## src/rtl/decode_sched.sv

```systemverilog
// decode_sched
// Decode-stage sequencer sitting between the fetch stage and the ID/EX
// pipeline register. Fetched instructions land in a main register, backed by
// a one-entry skid slot so fetch can run one ahead while EX stalls. The
// immediate format is decoded as an instruction enters main. Load-use hazards
// against the EX stage suppress id_valid and are counted; a flush from EX
// drops everything buffered.
//
// Ports
//   clk, rst_n            clock, asynchronous active-low reset
//   if_valid/if_ready     fetch handshake; if_instr, if_pc carried in
//   flush                 redirect from EX, clears both slots at next edge
//   ex_valid, ex_is_load, ex_rd   EX-stage occupant used for hazard check
//   ex_ready              EX accepts from decode
//   id_valid, id_instr, id_pc, id_imm_sel, id_illegal   decode outputs
//   stall_cnt             saturating count of load-use bubble cycles
//
// Configuration
//   ILLEGAL_TRAP_EN       when defined, unsupported opcodes raise id_illegal
//                         and never stall; otherwise id_illegal is tied low.

module decode_sched #(
    parameter int PC_W   = 32,
    parameter int SCNT_W = 16
) (
    input  logic              clk,
    input  logic              rst_n,
    input  logic              if_valid,
    output logic              if_ready,
    input  logic [31:0]       if_instr,
    input  logic [PC_W-1:0]   if_pc,
    input  logic              flush,
    input  logic              ex_valid,
    input  logic              ex_is_load,
    input  logic [4:0]        ex_rd,
    input  logic              ex_ready,
    output logic              id_valid,
    output logic [31:0]       id_instr,
    output logic [PC_W-1:0]   id_pc,
    output logic [2:0]        id_imm_sel,
    output logic              id_illegal,
    output logic [SCNT_W-1:0] stall_cnt
);

    localparam logic [6:0] OPC_LOAD   = 7'b0000011;
    localparam logic [6:0] OPC_STORE  = 7'b0100011;
    localparam logic [6:0] OPC_BRANCH = 7'b1100011;
    localparam logic [6:0] OPC_JAL    = 7'b1101111;
    localparam logic [6:0] OPC_JALR   = 7'b1100111;
    localparam logic [6:0] OPC_OPIMM  = 7'b0010011;
    localparam logic [6:0] OPC_OP     = 7'b0110011;
    localparam logic [6:0] OPC_LUI    = 7'b0110111;
    localparam logic [6:0] OPC_AUIPC  = 7'b0010111;

    typedef enum logic [1:0] {EMPTY, FULL, SKID, LU_STALL} state_t;

    state_t state, next_state;

    logic [31:0]     main_instr;
    logic [PC_W-1:0] main_pc;
    logic [2:0]      main_imm_sel;
    logic            skid_valid;
    logic [31:0]     skid_instr;
    logic [PC_W-1:0] skid_pc;

    logic            main_valid, hazard, accept, transfer, main_free;
    logic            use_rs1, use_rs2;
    logic            load_main_if, load_main_skid, load_skid;
    logic [31:0]     src_instr;
    logic [PC_W-1:0] src_pc;

    function automatic logic [2:0] imm_format(input logic [6:0] opc, input logic [2:0] f3);
        logic [2:0] sel;
        sel = 3'b000;
        case (opc)
            OPC_LOAD:            sel = (f3 == 3'b100 || f3 == 3'b101) ? 3'b101 : 3'b000;
            OPC_STORE:           sel = 3'b001;
            OPC_LUI, OPC_AUIPC:  sel = 3'b010;
            OPC_JAL:             sel = 3'b011;
            OPC_BRANCH:          sel = 3'b100;
            default:             sel = 3'b000;
        endcase
        return sel;
    endfunction

    // Main is occupied in every state but EMPTY; the state machine is the
    // single record of main occupancy.
    assign main_valid = (state != EMPTY);

    always_comb begin
        use_rs1 = 1'b1;
        use_rs2 = 1'b0;
        case (main_instr[6:0])
            OPC_LUI, OPC_AUIPC, OPC_JAL:    use_rs1 = 1'b0;
            OPC_STORE, OPC_BRANCH, OPC_OP:  use_rs2 = 1'b1;
            default:                        ;
        endcase
    end

`ifdef ILLEGAL_TRAP_EN
    logic main_illegal;

    function automatic logic is_known(input logic [6:0] opc);
        return (opc == OPC_LOAD)  || (opc == OPC_STORE) || (opc == OPC_BRANCH) ||
               (opc == OPC_JAL)   || (opc == OPC_JALR)  || (opc == OPC_OPIMM)  ||
               (opc == OPC_OP)    || (opc == OPC_LUI)   || (opc == OPC_AUIPC);
    endfunction

    // Illegal instructions are trapped later, so they must not stall here.
    assign hazard = main_valid & ~main_illegal & ex_valid & ex_is_load & (ex_rd != 5'd0) &
                    ((use_rs1 & (main_instr[19:15] == ex_rd)) |
                     (use_rs2 & (main_instr[24:20] == ex_rd)));
    assign id_illegal = main_illegal;
`else
    assign hazard = main_valid & ex_valid & ex_is_load & (ex_rd != 5'd0) &
                    ((use_rs1 & (main_instr[19:15] == ex_rd)) |
                     (use_rs2 & (main_instr[24:20] == ex_rd)));
    assign id_illegal = 1'b0;
`endif

    assign if_ready  = ~skid_valid & ~flush;
    assign id_valid  = main_valid & ~hazard;
    assign accept    = if_valid & if_ready;
    assign transfer  = id_valid & ex_ready;
    assign main_free = ~main_valid | transfer;
    assign id_instr   = main_instr;
    assign id_pc      = main_pc;
    assign id_imm_sel = main_imm_sel;

    // A waiting skid entry always has priority for a freed main slot; since
    // if_ready is low while skid is full, accept and skid-move never collide.
    always_comb begin
        next_state     = state;
        load_main_if   = 1'b0;
        load_main_skid = 1'b0;
        load_skid      = 1'b0;
        if (flush) begin
            next_state = EMPTY;
        end else if (main_free) begin
            if (skid_valid) begin
                load_main_skid = 1'b1;
                next_state     = FULL;
            end else if (accept) begin
                load_main_if = 1'b1;
                next_state   = FULL;
            end else begin
                next_state = EMPTY;
            end
        end else begin
            if (accept) begin
                load_skid  = 1'b1;
                next_state = SKID;
            end else begin
                next_state = skid_valid ? SKID : FULL;
            end
            if (hazard) begin
                next_state = LU_STALL;
            end
        end
    end

    always_ff @(posedge clk or negedge rst_n) begin
        if (!rst_n) state <= EMPTY;
        else        state <= next_state;
    end

    assign src_instr = load_main_skid ? skid_instr : if_instr;
    assign src_pc    = load_main_skid ? skid_pc    : if_pc;

    always_ff @(posedge clk or negedge rst_n) begin
        if (!rst_n) begin
            main_instr   <= 32'h0000_0013;
            main_pc      <= '0;
            main_imm_sel <= 3'b000;
        end else if (load_main_if || load_main_skid) begin
            main_instr   <= src_instr;
            main_pc      <= src_pc;
            main_imm_sel <= imm_format(src_instr[6:0], src_instr[14:12]);
        end
    end

`ifdef ILLEGAL_TRAP_EN
    always_ff @(posedge clk or negedge rst_n) begin
        if (!rst_n)                              main_illegal <= 1'b0;
        else if (load_main_if || load_main_skid) main_illegal <= ~is_known(src_instr[6:0]);
    end
`endif

    always_ff @(posedge clk or negedge rst_n) begin
        if (!rst_n) begin
            skid_valid <= 1'b0;
            skid_instr <= 32'h0000_0013;
            skid_pc    <= '0;
        end else if (flush || load_main_skid) begin
            skid_valid <= 1'b0;
        end else if (load_skid) begin
            skid_valid <= 1'b1;
            skid_instr <= if_instr;
            skid_pc    <= if_pc;
        end
    end

    // A flushed bubble is not counted: the redirect makes it moot.
    always_ff @(posedge clk or negedge rst_n) begin
        if (!rst_n)
            stall_cnt <= '0;
        else if (hazard && !flush && !(&stall_cnt))
            stall_cnt <= stall_cnt + 1'b1;
    end

endmodule
```

## config.mk

```make
export PLATFORM = sky130hd
export DESIGN_NAME = decode_sched
export DESIGN_NICKNAME = d
export VERILOG_FILES = /design/src/rtl/decode_sched.sv
export SDC_FILE = /design/constraint.sdc
export NUM_CORES = 1
export LEC_CHECK = 0
export BUFFER_PORTS_ARGS = -buffer_cell sky130_fd_sc_hd__buf_4
export CORE_MARGIN = 2
export CORE_UTILIZATION = 32
export DETAILED_ROUTE_END_ITERATION = 12
export PLACE_DENSITY = 0.54
export SLEW_MARGIN = 20
export SYNTH_ARGS = -nofsm -noshare
export SYNTH_HDL_FRONTEND = slang
export SYNTH_SLANG_ARGS = --single-unit
```

## constraint.sdc

```tcl
create_clock -name clk -period 2.8 [get_ports clk]
set_input_delay 0.14 -clock clk [delete_from_list [all_inputs] [get_ports clk]]
set_output_delay 0.14 -clock clk [all_outputs]
set_load 0.03 [all_outputs]
```

==> out/metrics.csv <==
stage;metric;value;unit
outcome;status;finished, final reports clean;
setup_path;critPathMaxFanout;5;
synthesis;syn_area_per_cell;11.9;um^2
floorplanning;fp.coreArea;20800;um^2
cells_and_area;layout_commonest_cell;buf_4;
pwr;ir_worst_vdd;0.388;mV
sta;rsz0062_at_grt;false;
clock_network;clk_pin_slew;0.06;ns
clock_network;clockBufferDepth;2;
synthesis;syn_area;6740;um^2
placement;port_buffers;160;
drt;routed_via_density;4.81;
synthesis;synth-main-ff-cell;dfrtp_1;
cells_and_area;final_layout_size_suffix_gt1_share;34.1;%
pwr;clkPwrFrac;34.0;%
drt;wl;17.4;mm
clock_network;cts_tree;yes;
drt;post_drt_wl_per_cell;16.2;um
synthesis;ys_warn_count;0;
pwr;switching_share;30.9;%
clock_network;cts_root_buf;clkbuf_16;
floorplanning;num_rows;53;
cells_and_area;layout_common_cells;buf_4 (166), dfrtp_1 (144), nand2_1 (77);
setup_path;cp-start-kind;flop;
worst_hold_path;whs_path_depth;2;
clock_network;clkLatencyLatePin;0.42;ns
worst_hold_path;hp-start;if_instr[4];
sta;hold_viol_final;0;
worst_hold_path;hp-class;input pin to flop;
pwr;p_sw;2110;uW
drt;vias;5173;
clock_network;post_cts_buffers;0;
pwr;combPwrFrac;22.8;%
drt;firstDrtPassIters;4;
drt;drt_iter0_drc;224;
sta;finalCritPeriodShare;88.3;%
floorplanning;pin_count;162;
pwr;power_density;721;nW/um^2
global_routing;grt.total_usage;16.2;%
sta;max_freq;404;MHz
sta;setup_viol;0;
sta;worst_pin_slew;0.690;ns
placement;dpl.hpwl;12.0;mm
sta;fin_crit;2.47;ns
worst_hold_path;worstHoldEndpoint;skid_instr[4];
setup_path;path_class;flop to primary output;
floorplanning;die_h;149;um
clock_network;cts_buffers;17;
setup_path;worstSetupStartpoint;id_instr[4];
drt;ant_nets;0;
cells_and_area;syn2layout_area_growth;40.4;%
sta;slew_violations;0;
global_routing;antenna_found_initial;0;
synthesis;netlist-cell-type-count;46;
sta;setup-tns-final;0;ns
cells_and_area;fill_cells;1982;
clock_network;ctsResizeCount;0;
global_routing;grt_pass1_vias;5368;
placement;gp_congestion;0.863;
floorplanning;dieWidth;149;um
cells_and_area;n_antenna_cell;0;
floorplanning;start_util;32.4;%
drt;route.detailed.drc;0;
setup_path;r2r_cells;7;
setup_path;cp.required;2.66;ns
setup_path;r2r_end;skid_pc[3];
setup_path;reg2reg_from;id_instr[4];
global_routing;grt_pass1_wl;28.2;mm
floorplanning;die_area;22300;um^2
global_routing;overflow;0;
clock_network;hold_buffers;62;
sta;hold_slack;0.0322;ns
synthesis;synth_async_sr_flop_share;100;%
pwr;p_seq_share;43.3;%
synthesis;ys_ff_latch;150;
setup_path;arrival;2.33;ns
clock_network;htreeDepth;4;
global_routing;grt_max_degree;84;
run;drv_cap;0;
synthesis;synth_edf_count;0;
sta;relSlewSlack;54.0;%
pwr;p_leak;0.00470;uW
synthesis;ys_seq_area_share;55.8;%
synthesis;netlist_instances;568;
cells_and_area;final_nets;865;
setup_path;r2r_setup_slack;0.37;ns
clock_network;cts_sinks;150;
pwr;p_int;4720;uW
setup_path;end_kind;primary output;
synthesis;syn_nets;645;
sta;fin_worst_skew;0.0150;ns
==> kinds of logic after synthesis <==
| family | share of synthesized area, % |
|---|---|
| DFF | 55.8 |
| and+or+nand+nor | 9.46 |
| muxes | 20.8 |
| AOI/OAI and AO/OA | 7.64 |
| buffers and inverters | 2.84 |
| xor gates and xnor gates | 3.25 |
| adders and majority gates | 0.185 |
| other | 0.0556 |
==> worst max-delay path: stages (launching register included) <==
cell and delay [ns]:
dfstp_2 0.56, and4b_1 0.20, o2111ai_1 0.21, nand4_1 0.27
a21oi_2 0.36, nor2_1 0.13, buf_4 0.19
==> state kept, by name, summed over array words and instances, names as in the netlist <==
name and flops:
id_imm_sel 3, id_instr 32, id_pc 32, skid_instr 32
skid_pc 32, skid_valid 1, stall_cnt 16, state 2
==> per-layer routing <==
metal,track usage [%],vias up,routed length (um)
met4,5.95,0,284
li1,-,2464,-
met3,4.68,23,1010
met5,0,-,0
met2,26.7,148,8380
met1,20.3,2538,7710
==> metrics by stage <==
stage | std cells | total power, uW | worst slack [ns] | utilization [%] | instance area, um^2
after floorplan | 568 | 3820 | 0.531 | - | 6740
after global placement | 982 | 4430 | 0.441 | 39.6 | 8240
after detailed placement | 982 | 4500 | 0.371 | 39.6 | 8240
after CTS | 1076 | 6920 | 0.309 | 45.5 | 9470
after global routing | 1076 | 7200 | 0.199 | 45.5 | 9470
final | 1076 | 6830 | 0.326 | 45.5 | 9470
==> how the worst max path moves through the flow <==
stage,to,slack (ns),depth (start not counted)
2_1_floorplan,stall_cnt[6],0.53,7
3_3_place_gp,skid_instr[12],0.44,7
3_5_place_dp,skid_pc[4],0.37,7
4_1_cts,id_valid,0.31,6
5_1_grt,id_valid,0.20,6
6_report,id_valid,0.33,6
==> synth_stat cells (all sizes together), types with 8 or more instances <==
master    n  area, um^2
xor2      9        78.8
nor2     10        37.5
xnor2    16         140
clkbuf   13        48.8
buf      18         131
nand2    77         289
mux2i    67         671
dfrtp   144        3600
mux2     65         732
nand3    13        65.1
o21ai    70         362
nand4     8        50.1
==> area by class of cell <==
type / count / area, um^2 / share of cell area [%]
Clock buffer: 19 / 453 / 4.79
Tap cell: 275 / 344 / 3.64
Timing Repair Buffer: 232 / 1940 / 20.5
Multi-Input combinational cell: 384 / 2810 / 29.7
Inverter: 3 / 11.3 / 0.119
Sequential cell: 150 / 3760 / 39.7
Clock inverter: 13 / 148 / 1.56
==> power by group through the flow <==
stage / sequential, uW / clock [uW] / combinational [uW]
floorplan: 3270 / 0 / 550
global placement: 2960 / 0 / 1470
detailed placement: 2990 / 0 / 1510
CTS: 2950 / 2390 / 1580
global route: 3010 / 2500 / 1680
finish: 2950 / 2320 / 1550
No activity file was read; power rests on OpenSTA's default activity.
